File: config.mk
export PLATFORM = sky130hd
export DESIGN_NAME = game_sequencer
export DESIGN_NICKNAME = d
export VERILOG_FILES = /design/src/rtl/mastermind_pkg.sv /design/src/rtl/letter_entry_buffer.sv /design/src/rtl/game_sequencer.sv
export SDC_FILE = /design/constraint.sdc
export NUM_CORES = 1
export LEC_CHECK = 0
export CORE_ASPECT_RATIO = 2
export CORE_MARGIN = 3
export CORE_UTILIZATION = 50
export CTS_CLUSTER_DIAMETER = 100
export DETAILED_ROUTE_END_ITERATION = 8
export DONT_BUFFER_PORTS = 1
export GPL_TIMING_DRIVEN = 0
export HOLD_SLACK_MARGIN = 0.08
export RECOVER_POWER = 50
export SYNTH_ARGS = -nofsm -noshare
export SYNTH_HDL_FRONTEND = slang
export SYNTH_HIERARCHICAL = 1
export SYNTH_SLANG_ARGS = --single-unit
export TNS_END_PERCENT = 50
File: constraint.sdc
create_clock -name clk -period 3.2 [get_ports clk]
set_clock_uncertainty 0.1 [all_clocks]
set_input_delay 0.64 -clock clk [delete_from_list [all_inputs] [get_ports clk]]
set_output_delay 0.64 -clock clk [all_outputs]
set_load 0.01 [all_outputs]
File: src/rtl/mastermind_pkg.sv
// Shared widths, state encoding and helpers for the code-guessing game.
package mastermind_pkg;
    localparam int LETTER_W = 3;
    localparam int NUM_POS  = 4;
    localparam int CODE_W   = 12;

    typedef enum logic [2:0] {
        IDLE,
        SET_SECRET,
        PLAY,
        CHECK,
        DONE
    } state_t;

    function automatic logic [3:0] sat_inc(input logic [3:0] v);
        return (v == 4'hF) ? v : v + 4'd1;
    endfunction
endpackage

File: src/rtl/letter_entry_buffer.sv
// Shift buffer collecting NUM_POS letters, newest at the bottom, with a fill counter.
module letter_entry_buffer
    import mastermind_pkg::*;
(
    input  logic                clk,
    input  logic                reset,
    input  logic                shift,
    input  logic                clear,
    input  logic [LETTER_W-1:0] letter,
    output logic [CODE_W-1:0]   code,
    output logic [1:0]          idx,
    output logic                full_next
);
    // The counter wraps to 0 on the completing shift, so no explicit reload is needed.
    always_ff @(posedge clk or negedge reset) begin
        if (!reset) begin
            code <= '0;
            idx  <= '0;
        end else if (clear) begin
            code <= '0;
            idx  <= '0;
        end else if (shift) begin
            code <= {code[CODE_W-LETTER_W-1:0], letter};
            idx  <= idx + 2'd1;
        end
    end

    assign full_next = shift && (idx == 2'(NUM_POS - 1));
endmodule

File: src/rtl/game_sequencer.sv
// Game FSM: secret entry, guessing, one-cycle check and win/loss bookkeeping.
module game_sequencer
    import mastermind_pkg::*;
#(
    parameter int MAX_ATTEMPTS = 8
) (
    input  logic                clk,
    input  logic                reset,
    input  logic                start,
    input  logic [LETTER_W-1:0] letter_in,
    input  logic                enter,
    output logic [CODE_W-1:0]   secret_val,
    output logic [CODE_W-1:0]   guess_val,
    output logic                game_over,
    output logic                win,
    output logic [3:0]          attempts,
    output logic [1:0]          entry_idx,
    output logic                secret_hide
);
    state_t              state, state_nxt;
    logic                shift, clear, full_next;
    logic [CODE_W-1:0]   code;
    logic [CODE_W-1:0]   code_done;
    logic                match, last_try;

    letter_entry_buffer u_buf (
        .clk       (clk),
        .reset     (reset),
        .shift     (shift),
        .clear     (clear),
        .letter    (letter_in),
        .code      (code),
        .idx       (entry_idx),
        .full_next (full_next)
    );

    // Word as it will look once the letter being entered this cycle is shifted in.
    assign code_done = CODE_W'({code, letter_in});
    assign match     = (guess_val == secret_val);
    assign last_try  = ((attempts + 4'd1) == 4'(MAX_ATTEMPTS));

    always_comb begin
        state_nxt = state;
        shift     = 1'b0;
        clear     = 1'b0;
        if (start) begin
            state_nxt = SET_SECRET;
            clear     = 1'b1;
        end else begin
            case (state)
                SET_SECRET: begin
                    shift = enter;
                    if (full_next) state_nxt = PLAY;
                end
                PLAY: begin
                    shift = enter;
                    if (full_next) state_nxt = CHECK;
                end
                CHECK:   state_nxt = (match || last_try) ? DONE : PLAY;
                default: state_nxt = state;
            endcase
        end
    end

    always_ff @(posedge clk or negedge reset) begin
        if (!reset) begin
            state      <= IDLE;
            secret_val <= '0;
            guess_val  <= '0;
            attempts   <= '0;
            win        <= 1'b0;
            game_over  <= 1'b0;
        end else begin
            state <= state_nxt;
            if (start) begin
                guess_val <= '0;
                attempts  <= '0;
                win       <= 1'b0;
                game_over <= 1'b0;
            end else begin
                if (state == SET_SECRET && full_next) secret_val <= code_done;
                if (state == PLAY && full_next)       guess_val  <= code_done;
                if (state == CHECK) begin
                    attempts <= sat_inc(attempts);
                    win      <= match;
                    if (state_nxt == DONE) game_over <= 1'b1;
                end
            end
        end
    end

    assign secret_hide = (state == SET_SECRET);
endmodule

# After elaboration in Yosys (flattened, before gate mapping)
# Index checks and enable logic that the tools add are counted.
# totals
word_cells	54
in_bits	7
output_inout_bits	33
regBits	44
# classes
n_eq_ne	9
add_sub_neg	2
muxes	22
bitwise_logic	1
n_reduce_logical	12
# ops
cell	n
$mux W12	2
$mux W9	2
$eq A12 B12 Y1	1
$mux W3	4
$mux W4	3
$pmux W3 S3	1
$eq A4 B4 Y1 const B	2
$mux W1	8
$reduce_bool A2 Y1	4
$eq A3 B2 Y1 const B	2
$reduce_and A2 Y1	3
$add A4 B1 Y4 const B	1
$mux W2	2
$eq A3 B1 Y1 const B	1
$eq A3 B3 Y1 const B	1
$logic_and A1 B1 Y1	3
$add A2 B1 Y2 const B	1
$eq A2 B2 Y1 const B	1
$ne A2 B2 Y1 const B	1
$reduce_or A2 Y1	1
$logic_or A1 B1 Y1	1
$not A1 Y1	1

# Depth between registers and ports, before layout
# Gate-level depths: netlist of run 1.
# logic_depth
word_depth	12
depth_mapped	10
mapped_depth_nobuf	6

# Cells and area by module
# Netlist of run 1, hierarchy kept.
# modules_own_cells
module	cells_each	instances	area_each_um2	seq_area_each_um2
game_sequencer	146	1	1632.8	825.8
letter_entry_buffer	47	1	599.3	350.3

# Worst setup path after synthesis of run 1
# Ideal clock, no wire load.
# synth_timing
path_kind	input port to flip-flop
from	in start
to	reg secret_val[0]
required_ns	2.975
path_slack_ns	0.921
stages	7
arrival_ns	2.054
path_buffers	3
setup_time_ns	0.125
path_cell_list	nor4b_1 buf_6 buf_12 and2_1 nand3_2 buf_6 mux2_4
# synth_between
elab_chain_cells	4
elab_cells_between_ends	5
classes_between	mux (1); bitwise (1); reduce/logical (3)
# synth_lines
element	line	source
start, declared	game_sequencer.sv:9	input logic start,
$mux W1	game_sequencer.sv:46	if (start) begin
$logic_and A1 B1 Y1	letter_entry_buffer.sv:28	assign full_next = shift && (idx == 2'(NUM_POS - 1));
named net full_next	game_sequencer.sv:21	logic shift, clear, full_next;
$logic_and A1 B1 Y1	game_sequencer.sv:81	if (state == SET_SECRET && full_next) secret_val <= code_done;
$reduce_and A2 Y1 (no line)	n/a	
end signal, assigned	game_sequencer.sv:81	
end, declared	game_sequencer.sv:12	output logic [CODE_W-1:0] secret_val,
# The timed path passes the listed nets, and every way through them passes these cells.
# A chain may end at the register's enable or synchronous reset.

# Final worst setup path of run 1
# layout_timing
from	reg state[1]
to	reg guess_val[2]
# layout_between
elab_chain_cells	7
elab_cells_between_ends	8
classes_between	eq/ne (2); mux (2); reduce/logical (4)
# layout_lines
element	line	source
start, declared	game_sequencer.sv:20	state_t state, state_nxt;
start signal, assigned	game_sequencer.sv:74	state <= state_nxt;
$eq A3 B1 Y1 or $eq A3 B2 Y1 (tied branches)	game_sequencer.sv:50	case (state)
$reduce_or A2 Y1 (no line) *	n/a	
$mux W1 *	game_sequencer.sv:50	
$mux W1 *	game_sequencer.sv:46	
named net shift	game_sequencer.sv:21	
$logic_and A1 B1 Y1 *	letter_entry_buffer.sv:28	
named net full_next	game_sequencer.sv:21	
$logic_and A1 B1 Y1 *	game_sequencer.sv:82	if (state == PLAY && full_next) guess_val <= code_done;
$reduce_bool A2 Y1 (no line) *	n/a	
end signal, assigned	game_sequencer.sv:82	
end, declared	game_sequencer.sv:13	output logic [CODE_W-1:0] guess_val,
# The timed path passes the listed nets; every way through them passes the cells marked *.

==> impl_metrics.yaml, run 1 <==
status:
  status: "finished clean"
global_routing:
  grt_pass1_vias: 1490
  grt_pass1_wl_mm: 7.58
  grt_max_degree: 45
  grt_usage_pct: 19.8
  antenna_found_initial: 0
  gr-total-overflow: 0
floorplan:
  die_area_mm2: 0.00510
  die_x_um: 52.0
  design.core.area_mm2: 0.00396
  io_pins: 40
  num_rows: 32
  die_y_um: 98.0
  initial_core_util_pct: 53.4
placement:
  place_area_mm2: 0.00218
  dp_cells: 235
  port_buffers: 0
  gp_congestion: 0.795
  place_hpwl_mm: 3.39
power_and_ir_drop:
  ir_drop_v: 0.000334
  power.density_mw_per_mm2: 425
  leakagePower_uw: 0.00112
finish:
  fillers: 351
  register_area_mm2: 0.00110
  final_nets: 202
  area_delta_synth_final_pct: 9.17
  final_cells: 245
  utilization_pct: 58.3
  antenna_cells: 0
  drive_gt1_share_pct: 18.0
  multi_input_area_um2: 926
  final_area_mm2: 0.00231
worst_setup_path:
  crit_fanout: 10
  worstPathArrival_ns: 2.64
  critical_path_required_ns: 3.31
  worstSetupStartpointType: "register"
  cp-end-kind: "register"
  critPathKind: "register to register"
routing:
  drc: 0
  initialDrtViolationCount: 22
  first_pass_iters: 4
  viasPerCell: 5.70
  routedWlPerCell_um: 18.7
  routed_wl_mm: 4.57
  num_vias: 1396
  antenna_left: 0
synth:
  avgSynthCellArea_um2: 11.5
  yosysWarnings: 6
  synth_nets: 193
  synthCells: 184
  netlist_area_mm2: 0.00212
timing:
  finalCriticalPeriod_ns: 2.53
  max_freq_ghz: 0.396
  rsz0062_at_grt: "false"
  period_share_pct: 79.0
  finalSetupViolations: 0
  maxSlewHeadroom_pct: 65.3
  worstMarginPinSlew_ns: 0.521
  finalMaxSlewViolations: 0
  tns_ns: 0
  finalHoldViolCount: 0
cts:
  cts_tree: "yes"
  cts_resized: 0
  clock_sinks: 44
  clockBufferDepth: 2
  path_clk_slew_ns: 0.08
  clk_latency_ns: 0.29
  cts-root-buf: "clkbuf_8"
  cts_max_level: 2
  cts_buffers: 5
min_path:
  hold_class: "primary input to register"
job:
  cap_violations: 0
registers in the layout, summed over array words and instances (netlist names):
signal	cells
guess_val	12
secret_val	12
u_buf/code	9
attempts	4
state	3
u_buf/idx	2
game_over	1
win	1
cell usage in the layout, fill, tap and decap left out, types with 2 or more instances in the layout:
cell and count:
dfrtp_1 44, nor2_2 2, nand2_1 25, nand3_1 3, a21oi_1 15, mux2i_1 11
buf_2 4, mux2_4 10, clkinv_2 2, mux2_1 2, clkbuf_8 6, ha_1 2
nor4_1 4, clkbuf_1 2, inv_1 5, nor2_1 16, buf_6 2, xor2_1 12
nor3b_1 2, xnor2_1 4
worst paths after layout:
path                                           startpoint                    endpoint  slack, ns  cells past startpoint
worst max register to register         state[1]$_DFF_PN0_    guess_val[2]$_DFFE_PN0P_       0.67                     10
worst max-delay path                   state[1]$_DFF_PN0_    guess_val[2]$_DFFE_PN0P_       0.67                     10
max in group asynchronous                           reset   secret_val[5]$_DFFE_PN0P_       2.03                      2
worst min-delay path                                start    u_buf/idx[0]$_DFFE_PN0P_       0.30                      1
min in group asynchronous                           reset     attempts[1]$_DFFE_PN0P_       0.76                      2
worst min register to register  u_buf/code[8]$_DFFE_PN0P_  secret_val[11]$_DFFE_PN0P_       0.46                      1
metrics by stage:
stage          setup WS, ns  total power [uW]  hold WS, ns
2_1_floorplan         0.938               608        0.244
3_3_place_gp          0.655               616        0.245
3_5_place_dp          0.655               618        0.245
4_1_cts               0.652               996        0.283
5_1_grt               0.483              1020        0.280
6_report              0.672               981        0.297
area by class of cell:
cell class | instances | area share (%)
multi-input cells | 126 | 40.1
clock buffers | 6 | 3.58
plain buffers | 9 | 3.03
repair buffers | 2 | 1.63
clock inverters | 2 | 0.433
well taps | 51 | 2.76
flip-flops and latches | 44 | 47.7
inverters | 5 | 0.813
what timing repair did:
item,4_1_cts,5_1_grt
hold buffers,2,0
setup buffers,0,0
endpoints found under the hold margin,44,0
power by group:
part / internal (uW) / total, uW / leakage, uW / switching, uW
Clock: 172 / 359 / 0.0000510 / 187
Combinational: 21.0 / 51.8 / 0.000461 / 30.7
Sequential: 561 / 570 / 0.000607 / 8.78
worst max-delay path, stage by stage (launching register included):
cell      delay [ns]
dfrtp_1         0.36
buf_2           0.18
xnor2_1         0.14
nor4b_1         0.33
buf_6           0.20
buf_12          0.13
and2_1          0.27
and4bb_2        0.29
buf_2           0.24
nand2_1         0.08
a21oi_1         0.13
layer usage:
layer,vias up,GRT usage (%),wire length (um)
met5,-,0,0
met4,0,7.47,110
met3,9,6.87,279
met2,43,33.4,2490
met1,700,22.3,1690
li1,644,-,-
Power figures use the tool's default switching activity.
==> inputs of run 2 (changes only) <==
==> constraint.sdc (replaced) <==
create_clock -name clk -period 2.5 [get_ports clk]
set_clock_uncertainty 0.1 [all_clocks]
set_input_delay 0.5 -clock clk [delete_from_list [all_inputs] [get_ports clk]]
set_output_delay 0.5 -clock clk [all_outputs]
set_load 0.01 [all_outputs]
==> impl_metrics.yaml, run 2 (same netlist as run 1, synthesis figures left out) <==
status:
  status: "finished clean"
floorplan:
  die_area_mm2: 0.00510
  die_y_um: 98.0
  initial_core_util_pct: 53.4
  num_rows: 32
  design.core.area_mm2: 0.00396
  die_x_um: 52.0
  io_pins: 40
routing:
  drc: 0
  routedWlPerCell_um: 18.7
  antenna_left: 0
  num_vias: 1394
  initialDrtViolationCount: 24
  viasPerCell: 5.69
  routed_wl_mm: 4.57
  first_pass_iters: 4
global_routing:
  grt_max_degree: 45
  grt_pass1_vias: 1490
  gr-total-overflow: 0
  antenna_found_initial: 0
  grt_pass1_wl_mm: 7.56
  grt_usage_pct: 19.8
cts:
  cts_tree: "yes"
  clockBufferDepth: 2
  cts_buffers: 5
  cts_max_level: 2
  cts_setup_buffers: 0
  clk_latency_ns: 0.29
  clock_sinks: 44
  cts-root-buf: "clkbuf_8"
  path_clk_slew_ns: 0.08
finish:
  antenna_cells: 0
  drive_gt1_share_pct: 19.1
  area_delta_synth_final_pct: 8.57
  utilization_pct: 58.0
  final_cell_mix: "dfrtp_1, nand2_1, nor2_1, a21oi_1, xor2_1"
  top_regs: "guess_val x12, secret_val x12, u_buf/code x9"
  layout_commonest_cell: "dfrtp_1"
  final_nets: 202
timing:
  finalHoldViolCount: 0
  finalCriticalPeriod_ns: 2.33
  tns_ns: 0
  rsz0062_at_grt: "false"
  max_freq_ghz: 0.430
  maxSlewHeadroom_pct: 27.9
  finalSetupViolations: 0
  worstMarginPinSlew_ns: 1.08
  period_share_pct: 93.0
  finalMaxSlewViolations: 0
worst_setup_path:
  cp-end-kind: "register"
  path_cells: "buf_2 -> xnor2_1 -> nor4b_2 -> buf_6 -> buf_12 -> and2_2 -> and4bb_2 -> clkbuf_4 -> nand2_1 -> a21oi_1"
  critPathKind: "register to register"
  crit_slowest_cell: "dfrtp_1"
  crit_fanout: 10
  path_buf_inv: 4
  slowest_delay_ns: 0.36
  critical_path_required_ns: 2.61
  worstPathArrival_ns: 2.44
  worstSetupStartpointType: "register"
  cp_top_family: "simple AND/OR/NAND/NOR gates"
placement:
  port_buffers: 0
  gp_congestion: 0.795
  place_hpwl_mm: 3.39
job:
  cap_violations: 0
power_and_ir_drop:
  ir_drop_v: 0.000428
  finalPower_uw: 1250
  power.density_mw_per_mm2: 545
  leakagePower_uw: 0.00111
min_path:
  hold_class: "primary input to register"
## run 2: cell types whose count changed in the layout (fill, tap and decap cells not counted)
cell	change
and2_1	-1
and2_2	+1
buf_16	-1
buf_2	-1
clkbuf_2	+1
clkbuf_4	+1
nor4b_1	-1
nor4b_2	+1
## run 2: cell type report
class,instances,area [um^2]
sequential,44,1100
tap,51,63.8
inverter,5,18.8
timing repair buffer,2,15.0
clock inverter,2,10.0
buffer,9,72.6
multi-input combinational,126,933
fill,354,1670
clock buffer,6,82.6
## run 2: final timing paths
| path | cells past startpoint | startpoint | slack (ns) | endpoint |
|---|---|---|---|---|
| max | 10 | state[1]$_DFF_PN0_ | 0.17 | guess_val[2]$_DFFE_PN0P_ |
| min | 1 | start | 0.16 | u_buf/idx[0]$_DFFE_PN0P_ |
| max reg2reg | 10 | state[1]$_DFF_PN0_ | 0.17 | guess_val[2]$_DFFE_PN0P_ |
| min reg2reg | 1 | u_buf/code[8]$_DFFE_PN0P_ | 0.46 | secret_val[11]$_DFFE_PN0P_ |
| max in group asynchronous | 2 | reset | 0.77 | secret_val[3]$_DFFE_PN0P_ |
| min in group asynchronous | 2 | reset | 0.86 | u_buf/code[7]$_DFFE_PN0P_ |
## run 2: per-layer routing
metal / GRT usage, % / share of wire (%) / vias up
li1: - / - / 644
met1: 22.2 / 36 / 698
met2: 33.4 / 55 / 43
met3: 6.87 / 6.3 / 9
met4: 7.47 / 2.4 / 0
met5: 0 / 0 / -
## run 2: metrics by stage
step	hold slack, ns	instances	cell area (um^2)	setup slack (ns)
finish	0.157	245	2300	0.174
global route	0.141	245	2300	0.000612
CTS	0.143	245	2310	0.0304
detailed placement	0.105	235	2180	-0.0167
global placement	0.105	235	2180	-0.0133
floorplan	0.104	184	2120	0.296
## run 2: power by group
group	internal [uW]	switching, uW
clock network	221	240
logic	23.3	38.5
registers	719	11.4
## run 2: what timing repair did
item	4_1_cts	5_1_grt
gates resized for setup	1	2
hold buffers	2	0
pin swaps	0	0
endpoints found under the hold margin	44	0
endpoints found under the setup margin	15	20
==> inputs of run 3 (changes only) <==
--- a/config.mk
+++ b/config.mk
@@ -14,6 +14,7 @@
 export GPL_TIMING_DRIVEN = 0
 export HOLD_SLACK_MARGIN = 0.08
 export RECOVER_POWER = 50
+export SLEW_MARGIN = 30
 export SYNTH_ARGS = -nofsm -noshare
 export SYNTH_HDL_FRONTEND = slang
 export SYNTH_HIERARCHICAL = 1
==> results of run 3 <==
Same layout as run 2: the final DEF is identical, and so are final timing and power.
